## src/rtl/pcie_cplr_pkg.sv

```systemverilog
// Shared constants for the completer-completion assembler: sideband bit
// positions, completion status codes, descriptor field offsets and FSM states.
package pcie_cplr_pkg;

  localparam int SB_SOP      = 15;
  localparam int SB_EOP      = 14;
  localparam int SB_ERR      = 13;
  localparam int SB_KEEP_LSB = 8;
  localparam int SB_FBE_LSB  = 4;
  localparam int SB_LBE_LSB  = 0;

  localparam logic [2:0] CPL_SC = 3'b000;
  localparam logic [2:0] CPL_UR = 3'b001;
  localparam logic [2:0] CPL_CA = 3'b100;

  localparam int D_LADDR  = 0;
  localparam int D_BC     = 16;
  localparam int D_DWCNT  = 32;
  localparam int D_STATUS = 43;
  localparam int D_RID    = 48;
  localparam int D_TAG    = 64;
  localparam int D_TC     = 89;
  localparam int D_ATTR   = 92;
  localparam int D_DATA0  = 96;

  localparam logic [1:0] ST_IDLE = 2'd0;
  localparam logic [1:0] ST_RD   = 2'd1;
  localparam logic [1:0] ST_WR   = 2'd2;

endpackage

```

## src/rtl/pcie_cplr_bc_calc.sv

```systemverilog
// Byte count and lower-address [1:0] for a completion, derived from the
// request length and first/last byte enables.
module pcie_cplr_bc_calc (
  input  logic [10:0] len,
  input  logic [3:0]  fbe,
  input  logic [3:0]  lbe,
  output logic [1:0]  lo,
  output logic [12:0] bc
);

  logic [1:0] hi;
  logic [1:0] lz;

  always_comb begin
    lo = 2'd0;
    hi = 2'd0;
    lz = 2'd0;
    for (int i = 3; i >= 0; i--) if (fbe[i]) lo = 2'(i);
    for (int i = 0; i < 4; i++) if (fbe[i]) hi = 2'(i);
    for (int i = 0; i < 4; i++) if (lbe[i]) lz = 2'(3 - i);
    // trailing zeros of fbe coincide with the lowest enabled byte index
    if (len == 11'd1)
      bc = (fbe == 4'd0) ? 13'd1 : 13'(hi) - 13'(lo) + 13'd1;
    else
      bc = {len, 2'b00} - 13'(lo) - 13'(lz);
  end

endmodule

```

## src/rtl/pcie_cplr_asm.sv

```systemverilog
// Completer-completion assembler: reads MRd payload DWs from the register
// space and packs descriptor plus data into 128-bit CC beats. Macro CPLR_UR_EN.
// Handshake: a request transfers on the clock edge where req_valid & req_ready.
module pcie_cplr_asm
  import pcie_cplr_pkg::*;
#(
  parameter int MAX_DW = 8,
  parameter int AW     = 12
) (
  input  logic          user_clk,
  input  logic          user_rst,
  input  logic          req_valid,
  output logic          req_ready,
  input  logic [AW-1:0] req_addr,
  input  logic [10:0]   req_len,
  input  logic [3:0]    req_fbe,
  input  logic [3:0]    req_lbe,
  input  logic [15:0]   req_rid,
  input  logic [7:0]    req_tag,
  input  logic [2:0]    req_tc,
  input  logic [2:0]    req_attr,
  input  logic          req_ur,
  output logic          rd_en,
  output logic [AW-3:0] rd_addr,
  input  logic [31:0]   rd_data,
  output logic [127:0]  cc_cplr_data,
  output logic [15:0]   cc_cplr_data_ex,
  output logic          cc_cplr_wen,
  input  logic          cc_cplr_ready,
  output logic [1:0]    state
);

  logic [AW-3:0]   addr_ptr;
  logic [4:0]      laddr_hi;
  logic            la_zero;
  logic [10:0]     bc_len;
  logic [10:0]     dwcnt;
  logic [3:0]      fbe, lbe;
  logic [15:0]     rid;
  logic [7:0]      tag;
  logic [2:0]      tc, attr, status;
  logic [5:0]      rem;
  logic [2:0]      beat_n, iss, cap;
  logic            cap_pend, first;
  logic [3:0][31:0] dsr;

  logic            range_err, ur_hit, unused_ok;
  logic [1:0]      lo;
  logic [12:0]     bc;
  logic [95:0]     desc;
  logic [127:0]    beat;
  logic [15:0]     sb;

  assign range_err = (req_len == 11'd0) || (req_len > 11'(MAX_DW));
`ifdef CPLR_UR_EN
  assign ur_hit = req_ur;
`else
  assign ur_hit = 1'b0;
`endif
  assign unused_ok = ^{req_addr[1:0], req_ur};

  pcie_cplr_bc_calc u_bc (
    .len (bc_len),
    .fbe (fbe),
    .lbe (lbe),
    .lo  (lo),
    .bc  (bc)
  );

  always_comb begin
    desc = '0;
    desc[D_LADDR  +: 7]  = la_zero ? 7'd0 : {laddr_hi, lo};
    desc[D_BC     +: 13] = bc;
    desc[D_DWCNT  +: 11] = dwcnt;
    desc[D_STATUS +: 3]  = status;
    desc[D_RID    +: 16] = rid;
    desc[D_TAG    +: 8]  = tag;
    desc[D_TC     +: 3]  = tc;
    desc[D_ATTR   +: 3]  = attr;
    beat = first ? {dsr[0], desc} : dsr;
    sb = '0;
    sb[SB_SOP] = first;
    sb[SB_EOP] = (rem == 6'd0);
    sb[SB_KEEP_LSB +: 5] = first ? 5'(beat_n) + 5'd3 : 5'(beat_n);
    sb[SB_FBE_LSB  +: 4] = first ? fbe : 4'd0;
    sb[SB_LBE_LSB  +: 4] = first ? lbe : 4'd0;
  end

  always_ff @(posedge user_clk or posedge user_rst) begin
    if (user_rst) begin
      state <= ST_IDLE;
      req_ready <= 1'b0;
      rd_en <= 1'b0;
      rd_addr <= '0;
      cc_cplr_data <= '0;
      cc_cplr_data_ex <= '0;
      cc_cplr_wen <= 1'b0;
      addr_ptr <= '0;
      laddr_hi <= '0;
      la_zero <= 1'b0;
      bc_len <= '0;
      dwcnt <= '0;
      fbe <= '0;
      lbe <= '0;
      rid <= '0;
      tag <= '0;
      tc <= '0;
      attr <= '0;
      status <= '0;
      rem <= '0;
      beat_n <= '0;
      iss <= '0;
      cap <= '0;
      cap_pend <= 1'b0;
      first <= 1'b0;
      dsr <= '0;
    end else begin
      cc_cplr_wen <= 1'b0;
      rd_en <= 1'b0;
      req_ready <= 1'b0;
      cap_pend <= rd_en;
      case (state)
        ST_IDLE: begin
          if (req_valid && req_ready) begin
            addr_ptr <= req_addr[AW-1:2];
            laddr_hi <= req_addr[6:2];
            la_zero <= ur_hit;
            fbe <= req_fbe;
            lbe <= req_lbe;
            rid <= req_rid;
            tag <= req_tag;
            tc <= req_tc;
            attr <= req_attr;
            first <= 1'b1;
            dsr <= '0;
            iss <= '0;
            cap <= '0;
            if (ur_hit || range_err) begin
              // descriptor-only completion: no register reads at all
              status <= ur_hit ? CPL_UR : CPL_CA;
              bc_len <= 11'd1;
              dwcnt <= '0;
              rem <= '0;
              beat_n <= '0;
              state <= ST_WR;
            end else begin
              status <= CPL_SC;
              bc_len <= req_len;
              dwcnt <= req_len;
              rem <= req_len[5:0];
              beat_n <= 3'd1;
              state <= ST_RD;
            end
          end else begin
            req_ready <= cc_cplr_ready;
          end
        end
        ST_RD: begin
          if (iss != beat_n) begin
            rd_en <= 1'b1;
            rd_addr <= addr_ptr;
            addr_ptr <= addr_ptr + 1'b1;
            iss <= iss + 3'd1;
            rem <= rem - 6'd1;
          end
          if (cap_pend) begin
            dsr[cap[1:0]] <= rd_data;
            cap <= cap + 3'd1;
            if (cap + 3'd1 == beat_n) state <= ST_WR;
          end
        end
        ST_WR: begin
          cc_cplr_wen <= 1'b1;
          cc_cplr_data <= beat;
          cc_cplr_data_ex <= sb;
          first <= 1'b0;
          dsr <= '0;
          iss <= '0;
          cap <= '0;
          if (rem != 6'd0) begin
            beat_n <= (rem > 6'd4) ? 3'd4 : rem[2:0];
            state <= ST_RD;
          end else begin
            state <= ST_IDLE;
          end
        end
        default: state <= ST_IDLE;
      endcase
    end
  end

endmodule

```

## config.mk

```make
export PLATFORM = sky130hd
export DESIGN_NAME = pcie_cplr_asm
export DESIGN_NICKNAME = d
export VERILOG_FILES = /design/src/rtl/pcie_cplr_pkg.sv /design/src/rtl/pcie_cplr_bc_calc.sv /design/src/rtl/pcie_cplr_asm.sv
export SDC_FILE = /design/constraint.sdc
export NUM_CORES = 1
export LEC_CHECK = 0
export CAP_MARGIN = 15
export CORE_MARGIN = 3
export CORE_UTILIZATION = 54
export DETAILED_ROUTE_END_ITERATION = 8
export PLACE_DENSITY_LB_ADDON = 0.25
export SYNTH_ARGS = -nofsm -noshare
export SYNTH_HDL_FRONTEND = slang
export SYNTH_SLANG_ARGS = --single-unit
```

## constraint.sdc

```tcl
create_clock -name user_clk -period 16.1 [get_ports user_clk]
set_clock_uncertainty 0.1 [all_clocks]
set_input_delay 3.22 -clock user_clk [delete_from_list [all_inputs] [get_ports user_clk]]
set_output_delay 3.22 -clock user_clk [all_outputs]
set_load 0.02 [all_outputs]
```

==> results.json <==
{
  "clock_sinks": 368,
  "clockRootBuffer": "clkbuf_16",
  "final_cell_mix": "367 x dfrtp_1, 345 x nand2_1, 251 x clkdlybuf4s50_1, 129 x a22o_1, 117 x o21ai_0",
  "slew-limit-headroom_pct": 19.2,
  "gp_congestion": 0.849,
  "status": "complete, no violations",
  "synth-async-reset-ratio_pct": 100,
  "fin_crit_sh_pct": 34.0,
  "clk_latency_ns": 0.52,
  "final_nets": 1788,
  "r2r_start": "state[1]",
  "peakVddDrop_mv": 0.144,
  "path_clk_slew_ns": 0.06,
  "powerDensity_nw_per_um2": 207,
  "hold_depth": 0,
  "cts_tree": "yes",
  "finalSetupViolCount": 0,
  "drt_pass1_iterations": 6,
  "grt_use_total_pct": 27.2,
  "tightest_slew_ns": 1.21,
  "leakage_nw": 9.39,
  "die_height_um": 177,
  "worstHoldStart": "rd_en",
  "ys_types": 70,
  "seq_area_um2": 9210,
  "regToRegEndpoint": "cc_cplr_data[26]",
  "maxSlewViolCount": 0,
  "path_max_fanout": 44,
  "grt-ovfl-total": 0,
  "synth_ff_type": "dfrtp_1",
  "cts_setup_buffers": 0,
  "max_freq_mhz": 183,
  "h-tree-depth": 2,
  "critPathArrivalTime_ns": 5.77,
  "synth_cells": 1474,
  "rows": 62,
  "period_needed_ns": 5.47,
  "grt_setup_unrepaired": "false",
  "hold_ws_ns": 0.330,
  "syn-cell-area_um2": 15800,
  "synth_edf_count": 0,
  "avgSynthCellArea_um2": 10.7,
  "cp.required_ns": 16.40,
  "drive_above_1_share_pct": 5.89,
  "fillers": 2143,
  "reg2reg_depth": 5,
  "grt_pass1_wl_mm": 67.1,
  "antenna_found_initial": 3,
  "grt_pass1_vias": 12019,
  "post-dp-hpwl_mm": 27.4,
  "setup_tns_ns": 0,
  "ys_seq_area_share_pct": 58.2,
  "grt_max_degree": 167,
  "multi_input_area_um2": 6120,
  "port_buffers": 251,
  "cts_buffer_depth": 3,
  "dr_total_vias": 12172,
  "via_per_inst": 5.85,
  "hold_viol": 0,
  "coreArea_um2": 28800,
  "drt_iter0_drc": 1029,
  "start_kind": "primary input",
  "ant_nets": 0,
  "syn_to_final_growth_pct": 25.5,
  "final_common_cell": "dfrtp_1",
  "wirelength_mm": 43.2,
  "cts-hold-fix-buffers": 0,
  "wl_per_cell_um": 20.7,
  "pin_count": 257,
  "drcViolationCount": 0,
  "holdCritPathClass": "flop to flop",
  "ys_seq_elements": 368,
  "end_kind": "flop",
  "dieArea_um2": 31400,
  "diodes": 0,
  "start_util_pct": 55.0,
  "cts_resized": 0,
  "numCtsBuffers": 40,
  "max_cap_violations": 0,
  "yosys_warnings": 0,
  "crit_type": "primary input to flop",
  "die_w_um": 177,
  "ff2ff_setup_slack_ns": 12.68,
  "whs_endpoint": "cap_pend"
}
==> through the flow <==
stage | utilization, % | instances | power [mW] | area, µm² | setup slack [ns]
finish | 69.1 | 2082 | 4.12 | 19900 | 10.63
global route | 69.1 | 2082 | 4.36 | 19900 | 10.48
CTS | 69.1 | 2082 | 4.13 | 19900 | 10.68
detailed placement | 64.4 | 2013 | 3.19 | 18500 | 10.13
global placement | 64.4 | 2013 | 3.14 | 18500 | 10.16
floorplan | - | 1475 | 2.54 | 15800 | 2.56
==> metal layers <==
layer	vias to the layer above	part of all wire (%)	global-route usage (%)
met3	84	6.7	5.47
met4	6	2.9	8.84
li1	5545	-	-
met2	444	48	43.9
met5	-	0.13	0
met1	6093	42	37.1
==> layout make-up <==
cell class                      count  area share [%]
Timing Repair Buffer              263            13.2
Inverter                           27           0.548
Multi-Input combinational cell    971            30.8
Clock inverter                     11           0.749
Tap cell                          384            2.42
Clock buffer                       58            5.99
Sequential cell                   368            46.4
==> state kept, by name (all words and copies together), names as in the netlist, 6 cells and up <==
| name | flops |
|---|---|
| addr_ptr | 10 |
| bc_len | 11 |
| cc_cplr_data | 128 |
| cc_cplr_data_ex | 14 |
| dsr | 128 |
| rd_addr | 10 |
| rem | 6 |
| rid | 16 |
| tag | 8 |
==> where the power goes <==
group          internal, mW  switching [mW]
logic                 0.722           0.904
registers              1.27           0.289
clock network         0.561           0.366
==> cells by family (layout without fill, tap and decap cells) <==
group / count (synthesis) / count (layout) / synth area share, %
multiplexers: 92 / 92 / 5.83
XOR/XNOR: 15 / 15 / 0.925
AND/OR/NAND/NOR: 501 / 501 / 14.6
buffers and inverters: 136 / 359 / 3.71
other: 1 / 2 / 0.0237
AO/OA/AOI/OAI: 342 / 342 / 15.1
flip-flops: 368 / 368 / 58.2
adder cells (fa/ha/maj): 19 / 19 / 1.60
==> Yosys cell counts (10+ instances only) <==
cell / count / share of area (%)
clkbuf_1: 68 / 1.6
nand3b_1: 38 / 1.8
nand2_1: 345 / 8.2
o21ai_0: 117 / 3.7
mux2i_1: 90 / 5.7
buf_2: 32 / 1.0
nor3_1: 17 / 0.54
nand3_1: 10 / 0.32
xnor2_1: 10 / 0.55
ha_1: 17 / 1.3
nor2_1: 24 / 0.57
a21oi_1: 28 / 0.89
a22o_1: 129 / 7.1
inv_1: 26 / 0.62
dfrtp_1: 368 / 58
==> worst max-delay path by stage <==
| stage | endpoint | start |
|---|---|---|
| 6_report | beat_n[1] | req_valid |
| 5_1_grt | beat_n[1] | req_valid |
| 4_1_cts | beat_n[1] | req_valid |
| 3_5_place_dp | beat_n[1] | req_valid |
| 3_3_place_gp | addr_ptr[0] | req_valid |
| 2_1_floorplan | addr_ptr[0] | user_rst |
==> critical path, stage by stage <==
cell	delay [ns]
clkdlybuf4s50_1	0.58
nand2_1	0.15
nor3_4	0.65
buf_4	0.63
a21oi_1	0.18
mux2_2	0.35
Power figures use the tool's default switching activity.
